==> config.mk <==
export PLATFORM = sky130hd
export DESIGN_NAME = lfsr_prbs_err_mon_flat
export DESIGN_NICKNAME = d
export VERILOG_FILES = /design/src/rtl/lfsr_prbs_mon_pkg.sv /design/src/rtl/lfsr_prbs_err_mon_if.sv /design/src/rtl/prbs_popcount.sv /design/src/rtl/lfsr_prbs_err_mon.sv /design/src/flat_wrapper.sv
export SDC_FILE = /design/constraint.sdc
export NUM_CORES = 1
export LEC_CHECK = 0
export ABC_AREA = 1
export CORE_MARGIN = 2
export CORE_UTILIZATION = 47
export CTS_BUF_LIST = sky130_fd_sc_hd__clkbuf_16
export DETAILED_ROUTE_END_ITERATION = 8
export HOLD_SLACK_MARGIN = 0.1
export PLACE_DENSITY = 0.66
export SETUP_SLACK_MARGIN = 0.3
export SLEW_MARGIN = 5
export SYNTH_ARGS = -nofsm -noshare
export SYNTH_HDL_FRONTEND = slang
export SYNTH_SLANG_ARGS = --single-unit
==> constraint.sdc <==
create_clock -name clk -period 3.1 [get_ports clk]
set_input_delay 0.62 -clock clk [delete_from_list [all_inputs] [get_ports clk]]
set_output_delay 0.62 -clock clk [all_outputs]
set_load 0.01 [all_outputs]
==> src/rtl/lfsr_prbs_mon_pkg.sv <==
// Shared types and width helpers for the PRBS error-statistics monitor.
package lfsr_prbs_mon_pkg;

    typedef enum logic [0:0] {ST_UNLOCKED, ST_LOCKED} mon_state_e;

    function automatic int unsigned clog2(input int unsigned v);
        int unsigned r;
        r = 0;
        while ((64'(1) << r) < 64'(v)) begin
            r++;
        end
        return r;
    endfunction

    // Bits needed to hold a popcount of dw bits (0..dw inclusive).
    function automatic int unsigned pop_width(input int unsigned dw);
        return clog2(dw + 1);
    endfunction

    localparam int unsigned DefaultDataWidth = 8;
    localparam int unsigned DefaultPopWidth  = pop_width(DefaultDataWidth);

endpackage

==> src/rtl/lfsr_prbs_err_mon_if.sv <==
// Bus between the PRBS checker side and the error monitor.
interface lfsr_prbs_err_mon_if #(
    parameter int unsigned DATA_WIDTH  = 8,
    parameter int unsigned COUNT_WIDTH = 32
);
    logic [DATA_WIDTH-1:0]  err_in;
    logic                   err_in_valid;
    logic                   clear;
    logic                   locked;
    logic                   lock_lost;
    logic                   err_word;
    logic [COUNT_WIDTH-1:0] bit_count;
    logic [COUNT_WIDTH-1:0] err_count;
    logic                   saturated;

    modport master (
        output err_in, err_in_valid, clear,
        input  locked, lock_lost, err_word, bit_count, err_count, saturated
    );

    modport slave (
        input  err_in, err_in_valid, clear,
        output locked, lock_lost, err_word, bit_count, err_count, saturated
    );
endinterface

==> src/rtl/prbs_popcount.sv <==
// Combinational popcount of a DATA_WIDTH-bit word as a balanced binary adder tree.
module prbs_popcount
    import lfsr_prbs_mon_pkg::*;
#(
    parameter int unsigned DATA_WIDTH = 8
) (
    input  logic [DATA_WIDTH-1:0]            data_i,
    output logic [pop_width(DATA_WIDTH)-1:0] count_o
);
    localparam int unsigned PopW   = pop_width(DATA_WIDTH);
    localparam int unsigned Leaves = 1 << clog2(DATA_WIDTH);
    localparam int unsigned Nodes  = 2 * Leaves - 1;

    // Heap layout: node i sums children 2i+1 and 2i+2; leaves hold the input bits.
    logic [PopW-1:0] node [Nodes];

    always_comb begin
        for (int n = 0; n < int'(Nodes); n++) begin
            node[n] = '0;
        end
        for (int j = 0; j < int'(DATA_WIDTH); j++) begin
            node[int'(Leaves) - 1 + j] = PopW'(data_i[j]);
        end
        for (int i = int'(Leaves) - 2; i >= 0; i--) begin
            node[i] = node[2 * i + 1] + node[2 * i + 2];
        end
    end

    assign count_o = node[0];
endmodule

==> src/rtl/lfsr_prbs_err_mon.sv <==
// Lock tracking and saturating BER counters fed by the PRBS checker error word.
module lfsr_prbs_err_mon
    import lfsr_prbs_mon_pkg::*;
#(
    parameter int unsigned DATA_WIDTH    = 8,
    parameter int unsigned COUNT_WIDTH   = 32,
    parameter int unsigned LOCK_COUNT    = 64,
    parameter int unsigned WINDOW_WORDS  = 256,
    parameter int unsigned UNLOCK_THRESH = 32
) (
    input logic                clk,
    input logic                rst,
    lfsr_prbs_err_mon_if.slave mon_io
);
    localparam int unsigned PopW  = pop_width(DATA_WIDTH);
    localparam int unsigned CntW1 = COUNT_WIDTH + 1;
    localparam int unsigned RunW  = clog2(LOCK_COUNT + 1);
    localparam int unsigned WinW  = clog2(WINDOW_WORDS + 1);
    localparam int unsigned ErrW  = clog2(UNLOCK_THRESH + 2);

    logic [PopW-1:0] pop_d, pop_q;
    logic            vld_q;

    mon_state_e             state_q;
    logic [RunW-1:0]        clean_q;
    logic [WinW-1:0]        win_words_q;
    logic [ErrW-1:0]        win_errs_q;
    logic [COUNT_WIDTH-1:0] bit_q, bit_d;
    logic [COUNT_WIDTH-1:0] err_q, err_d;
    logic                   sat_q, bit_sat, err_sat;
    logic                   lock_lost_q, err_word_q;

    logic [CntW1-1:0] bit_sum, err_sum;
    logic [31:0]      clean_inc, win_words_inc, win_errs_sum, win_errs_nxt;

    prbs_popcount #(
        .DATA_WIDTH (DATA_WIDTH)
    ) u_popcount (
        .data_i  (mon_io.err_in),
        .count_o (pop_d)
    );

    always_ff @(posedge clk) begin
        if (rst) begin
            pop_q <= '0;
            vld_q <= 1'b0;
        end else begin
            pop_q <= pop_d;
            vld_q <= mon_io.err_in_valid;
        end
    end

    // Overflowing additions clamp to all-ones; reaching all-ones marks saturation.
    always_comb begin
        bit_sum       = {1'b0, bit_q} + CntW1'(DATA_WIDTH);
        err_sum       = {1'b0, err_q} + CntW1'(pop_q);
        bit_sat       = bit_sum >= {1'b0, {COUNT_WIDTH{1'b1}}};
        err_sat       = err_sum >= {1'b0, {COUNT_WIDTH{1'b1}}};
        bit_d         = bit_sat ? '1 : bit_sum[COUNT_WIDTH-1:0];
        err_d         = err_sat ? '1 : err_sum[COUNT_WIDTH-1:0];
        clean_inc     = 32'(clean_q) + 32'd1;
        win_words_inc = 32'(win_words_q) + 32'd1;
        win_errs_sum  = 32'(win_errs_q) + 32'(pop_q);
        win_errs_nxt  = (win_errs_sum > UNLOCK_THRESH + 1) ? UNLOCK_THRESH + 1 : win_errs_sum;
    end

    always_ff @(posedge clk) begin
        if (rst) begin
            state_q     <= ST_UNLOCKED;
            clean_q     <= '0;
            win_words_q <= '0;
            win_errs_q  <= '0;
            bit_q       <= '0;
            err_q       <= '0;
            sat_q       <= 1'b0;
            lock_lost_q <= 1'b0;
            err_word_q  <= 1'b0;
        end else begin
            lock_lost_q <= 1'b0;
            err_word_q  <= 1'b0;
            if (mon_io.clear) begin
                bit_q <= '0;
                err_q <= '0;
                sat_q <= 1'b0;
            end
            if (vld_q) begin
                unique case (state_q)
                    ST_UNLOCKED: begin
                        if (pop_q != '0) begin
                            clean_q <= '0;
                        end else if (clean_inc == LOCK_COUNT) begin
                            state_q     <= ST_LOCKED;
                            clean_q     <= '0;
                            win_words_q <= '0;
                            win_errs_q  <= '0;
                        end else begin
                            clean_q <= RunW'(clean_inc);
                        end
                    end
                    ST_LOCKED: begin
                        err_word_q <= (pop_q != '0);
                        if (!mon_io.clear && !sat_q) begin
                            bit_q <= bit_d;
                            err_q <= err_d;
                            sat_q <= bit_sat | err_sat;
                        end
                        if (win_errs_nxt > UNLOCK_THRESH) begin
                            state_q     <= ST_UNLOCKED;
                            lock_lost_q <= 1'b1;
                            win_words_q <= '0;
                            win_errs_q  <= '0;
                        end else if (win_words_inc == WINDOW_WORDS) begin
                            win_words_q <= '0;
                            win_errs_q  <= '0;
                        end else begin
                            win_words_q <= WinW'(win_words_inc);
                            win_errs_q  <= ErrW'(win_errs_nxt);
                        end
                    end
                    default: state_q <= ST_UNLOCKED;
                endcase
            end
        end
    end

    assign mon_io.locked    = (state_q == ST_LOCKED);
    assign mon_io.lock_lost = lock_lost_q;
    assign mon_io.err_word  = err_word_q;
    assign mon_io.bit_count = bit_q;
    assign mon_io.err_count = err_q;
    assign mon_io.saturated = sat_q;
endmodule
==> src/flat_wrapper.sv <==
// flat-port wrapper written by rule: the top's interface ports become plain ports
module lfsr_prbs_err_mon_flat import lfsr_prbs_mon_pkg::*;
#(
    parameter int unsigned DATA_WIDTH    = 8,
    parameter int unsigned COUNT_WIDTH   = 32,
    parameter int unsigned LOCK_COUNT    = 64,
    parameter int unsigned WINDOW_WORDS  = 256,
    parameter int unsigned UNLOCK_THRESH = 32
)
  (clk, rst, mon_io_err_in, mon_io_err_in_valid, mon_io_clear, mon_io_locked, mon_io_lock_lost, mon_io_err_word, mon_io_bit_count, mon_io_err_count, mon_io_saturated);
  lfsr_prbs_err_mon_if #(.DATA_WIDTH(DATA_WIDTH), .COUNT_WIDTH(COUNT_WIDTH)) mon_io_i ();
  input logic clk;
  input logic rst;
  input wire logic [$bits(mon_io_i.err_in)-1:0] mon_io_err_in;
  input wire logic [$bits(mon_io_i.err_in_valid)-1:0] mon_io_err_in_valid;
  input wire logic [$bits(mon_io_i.clear)-1:0] mon_io_clear;
  output wire logic [$bits(mon_io_i.locked)-1:0] mon_io_locked;
  output wire logic [$bits(mon_io_i.lock_lost)-1:0] mon_io_lock_lost;
  output wire logic [$bits(mon_io_i.err_word)-1:0] mon_io_err_word;
  output wire logic [$bits(mon_io_i.bit_count)-1:0] mon_io_bit_count;
  output wire logic [$bits(mon_io_i.err_count)-1:0] mon_io_err_count;
  output wire logic [$bits(mon_io_i.saturated)-1:0] mon_io_saturated;
  assign mon_io_i.err_in = mon_io_err_in;
  assign mon_io_i.err_in_valid = mon_io_err_in_valid;
  assign mon_io_i.clear = mon_io_clear;
  assign mon_io_locked = mon_io_i.locked;
  assign mon_io_lock_lost = mon_io_i.lock_lost;
  assign mon_io_err_word = mon_io_i.err_word;
  assign mon_io_bit_count = mon_io_i.bit_count;
  assign mon_io_err_count = mon_io_i.err_count;
  assign mon_io_saturated = mon_io_i.saturated;
  lfsr_prbs_err_mon #(.DATA_WIDTH(DATA_WIDTH), .COUNT_WIDTH(COUNT_WIDTH), .LOCK_COUNT(LOCK_COUNT), .WINDOW_WORDS(WINDOW_WORDS), .UNLOCK_THRESH(UNLOCK_THRESH)) u_core (.clk(clk), .rst(rst), .mon_io(mon_io_i));
endmodule
Word level (Yosys, flattened, before mapping)
Cells that the tools add are included.
{"block": "classes", "addsub": 12, "order_cmp": 4, "n_eq_ne": 4, "muxes": 32, "n_bitwise": 3, "n_reduce_logical": 7}
{"operator": "$mux W32", "count": 11}
{"operator": "$ge A33 B32 Y1 const B", "count": 2}
{"operator": "$gt A32 B6 Y1 const B", "count": 2}
{"operator": "$mux W9", "count": 4}
{"operator": "$add A32 B4 Y33", "count": 1}
{"operator": "$add A32 B4 Y33 const B", "count": 1}
{"operator": "$eq A32 B7 Y1 const B", "count": 1}
{"operator": "$eq A32 B9 Y1 const B", "count": 1}
{"operator": "$mux W6", "count": 4}
{"operator": "$pmux W9 S2", "count": 1}
{"operator": "$mux W7", "count": 2}
{"operator": "$pmux W6 S2", "count": 1}
{"operator": "$add A9 B1 Y10 const B", "count": 1}
{"operator": "$add A1 B1 Y2", "count": 4}
{"operator": "$add A7 B1 Y8 const B", "count": 1}
{"operator": "$mux W1", "count": 8}
{"operator": "$add A6 B4 Y7", "count": 1}
{"operator": "$add A2 B4 Y4", "count": 1}
{"operator": "$add A3 B4 Y4", "count": 1}
{"operator": "$reduce_bool A4 Y1", "count": 1}
{"operator": "$add A2 B2 Y3", "count": 1}
{"operator": "$reduce_and A3 Y1", "count": 1}
{"operator": "$reduce_or A3 Y1", "count": 1}
{"operator": "$logic_not A1 Y1", "count": 2}
{"operator": "other kinds (7)", "count": 8}
{"block": "totals", "register_bits": 95, "out_inout_bits": 68, "elab_cells": 73}

Logic depth before layout (Yosys ltp)
{"block": "depth", "word_depth": 6, "mapped_depth": 21, "ltp_nobuf": 20}

By module
From an unflattened synthesis, not the netlist that was laid out.
{"block": "unflattened", "cells_unflattened": 1301, "hier_area_um2": 7654.8}
{"module": "lfsr_prbs_err_mon", "n_inst": 1, "cells_per_inst": 1274, "area_per_inst_um2": 7447.1, "seq_area_each_um2": 1901.8}
{"module": "prbs_popcount", "n_inst": 1, "cells_per_inst": 27, "area_per_inst_um2": 207.7, "seq_area_each_um2": 0.0}

Least setup slack after synthesis
Ideal clock, no wire load.
{"block": "synth_timing", "kind": "in2reg", "start": "input mon_io_err_in[0]", "end": "register u_core.pop_q[1]", "setup_time_ps": 67, "arrival_ps": 2535, "path_slack_ps": 499, "cell_stages": 6, "path_buffers": 0, "path_cell_list": "fa_1 fa_1 fa_1 inv_1 fa_1 nor2_1"}
{"block": "synth_between", "elab_chain_len": 3}
{"item": "start, declared", "line_no": "flat_wrapper.sv:14", "text": "input wire logic [$bits(mon_io_i.err_in)-1:0] mon_io_err_in;"}
{"item": "$add A1 B1 Y2", "line_no": "prbs_popcount.sv:25", "text": "node[i] = node[2 * i + 1] + node[2 * i + 2];"}
{"item": "$add A2 B2 Y3", "line_no": "prbs_popcount.sv:25"}
{"item": "$add A3 B4 Y4", "line_no": "prbs_popcount.sv:25"}
{"item": "end signal, assigned", "line_no": "lfsr_prbs_err_mon.sv:48", "text": "pop_q <= pop_d;"}
{"item": "end, declared", "line_no": "lfsr_prbs_err_mon.sv:21", "text": "logic [PopW-1:0] pop_d, pop_q;"}
Every way passes these cells.
A chain may end at the register's enable or synchronous reset.

Final worst setup path
{"block": "layout_timing", "start": "register u_core.pop_q[0]", "end": "register u_core.err_q[1], in the netlist u_core.mon_io.err_count[1]"}
{"block": "layout_between", "elab_chain_len": 6}
{"item": "$add A32 B4 Y33 (*)", "line_no": "lfsr_prbs_err_mon.sv:56", "text": "err_sum = {1'b0, err_q} + CntW1'(pop_q);"}
{"item": "$ge A33 B32 Y1", "line_no": "lfsr_prbs_err_mon.sv:58", "text": "err_sat = err_sum >= {1'b0, {COUNT_WIDTH{1'b1}}};"}
{"item": "$mux W32 (*)", "line_no": "lfsr_prbs_err_mon.sv:60", "text": "err_d = err_sat ? '1 : err_sum[COUNT_WIDTH-1:0];"}
{"item": "$mux W32 (*)", "line_no": "lfsr_prbs_err_mon.sv:102", "text": "if (!mon_io.clear && !sat_q) begin"}
{"item": "$mux W32 (*)", "line_no": "lfsr_prbs_err_mon.sv:87", "text": "unique case (state_q)"}
{"item": "$mux W32 (*)", "line_no": "lfsr_prbs_err_mon.sv:86", "text": "if (vld_q) begin"}
{"item": "end signal, assigned", "line_no": "lfsr_prbs_err_mon.sv:104", "text": "err_q <= err_d;"}
{"item": "end, declared", "line_no": "lfsr_prbs_err_mon.sv:29", "text": "logic [COUNT_WIDTH-1:0] err_q, err_d;"}
Mark *: on every way between the ends. The rest lies on a longest branch, timed or not.

==> results_tabular.tex <==
\begin{tabular}{lr}
\hline
Metric & Value \\
\hline
\multicolumn{2}{l}{\textbf{Worst setup path}} \\
\quad Arrival time at the worst endpoint & 3040 ps \\
\quad Required time of the critical path & 3400 ps \\
\quad Element type at the critical path end & register \\
\quad R2R depth & 21 \\
\quad Most repeated library cell on the critical path & nand2\_1 \\
\quad Cells traversed along the worst timing path & ha\_4, inv\_2, fa\_2, inv\_2, nand2\_1, nand2\_1, nand2\_2, nor2\_4, xor2\_2, nand2\_1, nor2\_1, nand2\_1, nor2\_2, nand3\_2, nor2\_4, nor2\_4, buf\_12, clkbuf\_16, nand2\_1, nand2\_1, a21oi\_2 \\
\quad Kind of start point of the critical path & register \\
\quad Delay of the slowest cell on the worst path & 370 ps \\
\quad Maximum fanout along the worst path & 8 \\
\quad Path type of the worst setup path & register to register \\
\quad Master of the slowest instance on the critical path & dfxtp\_4 \\
\multicolumn{2}{l}{\textbf{Logic synthesis}} \\
\quad Top cell type's share of synthesized area & 0.266 \\
\quad Total nets after synthesis & 1234 \\
\quad Register area share after synthesis & 0.266 \\
\quad Mapped Area & 7140 um\^{}2 \\
\quad Synth async-reset ratio & 0 \\
\quad Synthesized area per cell & 5.95 um\^{}2 \\
\quad Most frequently used flop master after synthesis & dfxtp\_1 \\
\quad Cells taking the most area after synthesis & dfxtp\_1, nand2\_1, inv\_1, nor2\_1, nand3\_1 \\
\quad Synth unique cells & 42 \\
\quad Post-synth top area cell & dfxtp\_1 \\
\quad Post-synth EDFFs & 0 \\
\quad Cell count after synthesis & 1201 \\
\quad Synth warnings & 0 \\
\quad Post-synthesis sequential element count & 95 \\
\multicolumn{2}{l}{\textbf{Cells and area}} \\
\quad Fraction of final layout cells with drive strength greater than 1 & 0.103 \\
\quad Most common cell after layout, fill and taps aside & nand2\_1 \\
\quad Area Growth Syn to Fin & 23.1\% \\
\quad Final layout net count & 1329 \\
\quad Area of the multi-input gates & 4560 um\^{}2 \\
\quad Commonest cells after routing, fill and taps aside & nand2\_1, inv\_1, nor2\_1 \\
\quad Final Non-Filler Cells & 1488 \\
\quad Register Area & 1910 um\^{}2 \\
\quad Filler Cells Inserted & 1503 \\
\quad Number of diodes & 0 \\
\multicolumn{2}{l}{\textbf{Hold path}} \\
\quad Cell depth of the worst min-delay path & 2 \\
\quad Hold WC Path Type & register to register \\
\multicolumn{2}{l}{\textbf{Drt}} \\
\quad TritonRoute pass-1 iters & 6 \\
\quad Remaining DRCs & 0 \\
\quad Vias after detailed routing & 7965 \\
\quad First DRT Iteration DRCs & 772 \\
\quad Average vias per placed instance & 5.35 \\
\quad Overall routed net length & 22600 um \\
\quad Antenna-violating nets left & 0 \\
\quad Post-detailed-route wirelength per cell & 15.2 um \\
\multicolumn{2}{l}{\textbf{GRT}} \\
\quad Initial antenna violation count & 0 \\
\quad GRT overflow & 0 \\
\quad Wire length of the first global-routing pass & 36300 um \\
\quad Global routing usage summed across all routing layers & 0.276 \\
\quad Largest net degree at the start of global routing & 32 \\
\quad Via count of the first global-routing pass & 7231 \\
\multicolumn{2}{l}{\textbf{Placed design}} \\
\quad Number of cells in the design after placement & 1457 \\
\quad Final HPWL DP & 16400 um \\
\quad GP Congestion & 0.951 \\
\quad Number of buffers added on ports & 79 \\
\multicolumn{2}{l}{\textbf{Clock tree}} \\
\quad Worst-Skew Late Latency & 360 ps \\
\quad Clock tree from TritonCTS & built \\
\quad Clock slew at reported path FFs & 70 ps \\
\quad Level count of the clock H-tree & 3 \\
\quad Clock Tree Buf Depth & 2 \\
\quad Clock root buffer master & clkbuf\_16 \\
\quad Num CTS Buffers & 9 \\
\quad Total number of clock tree sinks & 95 \\
\multicolumn{2}{l}{\textbf{Timing}} \\
\quad Normalized max-slew margin & 0.508 \\
\quad Worst Max-Slew Pin Slew & 737 ps \\
\quad Number of setup violations in the final report & 0 \\
\quad Max Transition Viols Final & 0 \\
\quad Worst hold slack across all endpoints & 470 ps \\
\quad Portion of the clock cycle consumed by the worst path in the final layout & 0.884 \\
\quad Fin crit period & 2740 ps \\
\quad Hold violation total from the final report & 0 \\
\quad Final Skew & 9.48 ps \\
\quad Upper clock frequency limit & 0.365 GHz \\
\quad Setup repair after global routing missed its margin & true \\
\multicolumn{2}{l}{\textbf{Floorplan}} \\
\quad IO Count & 80 \\
\quad Vert. Die Dim & 127 um \\
\quad X dimension of the die & 127 um \\
\quad Initial standard-cell utilization of the core & 0.475 \\
\quad Area of the die & 16200 um\^{}2 \\
\quad Core region area & 15000 um\^{}2 \\
\quad Number of placement rows & 45 \\
\multicolumn{2}{l}{\textbf{Power and ir drop}} \\
\quad Power density over the cells & 296 nW/um\^{}2 \\
\quad Switching part of the total & 0.258 \\
\quad Leakage Power & 3.69 nW \\
\quad Clock network power share & 0.443 \\
\quad Internal power of the cells & 1.93 mW \\
\quad Combinational fraction of design power & 0.078 \\
\quad Power dissipated by switching net loads & 0.673 mW \\
\quad Peak VDD IR & 0.266 mV \\
\quad Sequential share of power & 0.479 \\
\multicolumn{2}{l}{\textbf{Run status}} \\
\quad Result of the run & completed \\
\multicolumn{2}{l}{\textbf{Flow run}} \\
\quad Max Cap Violations & 0 \\
\hline
\end{tabular}
==> Yosys cell counts, types with 5 or more instances <==
| cell type | n |
|---|---|
| or2_2 | 5 |
| nor2_1 | 152 |
| nand2_2 | 8 |
| xor2_1 | 22 |
| nor3_1 | 17 |
| a21oi_2 | 5 |
| nor2_4 | 6 |
| fa_1 | 6 |
| nor2_2 | 6 |
| inv_1 | 174 |
| nand4_1 | 22 |
| nand3_1 | 111 |
| a21oi_1 | 100 |
| ha_1 | 15 |
| nand2_1 | 328 |
| clkbuf_1 | 21 |
| dfxtp_1 | 95 |
| o21ai_0 | 59 |
==> registers in the layout, indices dropped and copies added (netlist names) <==
| name | flops |
|---|---|
| u_core.clean_q | 7 |
| u_core.mon_io.bit_count | 32 |
| u_core.mon_io.err_count | 32 |
| u_core.mon_io.err_word | 1 |
| u_core.mon_io.lock_lost | 1 |
| u_core.mon_io.locked | 1 |
| u_core.mon_io.saturated | 1 |
| u_core.pop_q | 4 |
| u_core.vld_q | 1 |
| u_core.win_errs_q | 6 |
| u_core.win_words_q | 9 |
==> final timing paths <==
path                                       from                                    end  slack, ps
min          u_core.win_words_q[3]$_SDFFE_PP0P_     u_core.win_words_q[3]$_SDFFE_PP0P_        470
max                  u_core.pop_q[0]$_SDFF_PP0_  u_core.mon_io.err_count[1]$_SDFF_PP0_        360
max reg2reg          u_core.pop_q[0]$_SDFF_PP0_  u_core.mon_io.err_count[1]$_SDFF_PP0_        360
min reg2reg  u_core.win_words_q[3]$_SDFFE_PP0P_     u_core.win_words_q[3]$_SDFFE_PP0P_        470
==> power groups by stage <==
stage	Combinational [mW]	Clock, mW	Sequential [mW]
after floorplan	0.134	0	1.27
after global placement	0.189	0	1.27
after detailed placement	0.195	0	1.27
after CTS	0.196	1.16	1.24
after global routing	0.227	1.21	1.25
final	0.203	1.15	1.25
==> stage by stage <==
step	setup WS (ps)	utilization	cell area [um^2]	power (mW)	setup TNS (ps)
after floorplan	499	-	7140	1.40	0
after global placement	8.34	0.542	8140	1.46	0
after detailed placement	-60.1	0.542	8140	1.47	-60.1
after CTS	301	0.562	8460	2.60	0
after global routing	184	0.585	8790	2.68	0
final	360	0.585	8790	2.60	0
==> final cells by class <==
class,count,share of cell area
Inverter,176,0.0752
Clock buffer,9,0.0256
Sequential cell,95,0.218
Timing Repair Buffer,117,0.130
Clock inverter,6,0.00698
Multi-Input combinational cell,897,0.518
Tap cell,188,0.0268
==> layer usage <==
layer,share of wire,GRT usage,vias up,wire length (um)
met5,0,0,-,0
met4,0.015,0.0614,0,349
met3,0.061,0.0540,33,1380
met2,0.45,0.443,272,10300
met1,0.47,0.386,3646,10600
li1,-,-,4014,-
==> critical path, delay by kind of cell (launching register included) <==
| family | cells | cell delay, ps |
|---|---|---|
| fa+ha+maj | 2 | 500 |
| flops | 1 | 370 |
| buf+inv | 4 | 430 |
| compound gates | 1 | 120 |
| simple gates | 13 | 1090 |
| xor+xnor | 1 | 160 |
==> cell families (layout without fill, tap and decap cells) <==
logic type               Yosys count  count (layout)  share of synthesized area
XOR/XNOR                          26              26                     0.0319
buffers and inverters            210             308                      0.122
adder cells (fa/ha/maj)           21              21                     0.0431
AO/OA/AOI/OAI                    177             177                      0.131
AND/OR/NAND/NOR                  672             673                      0.406
flip-flops                        95              95                      0.266
==> repair_timing <==
item,4_1_cts,5_1_grt
cloned,0,4
setup endpoints to repair,21,68
pin swaps,2,28
hold buffers,0,0
setup buffers,1,11
resized for setup,5,52
No activity file was read; power rests on OpenSTA's default activity.
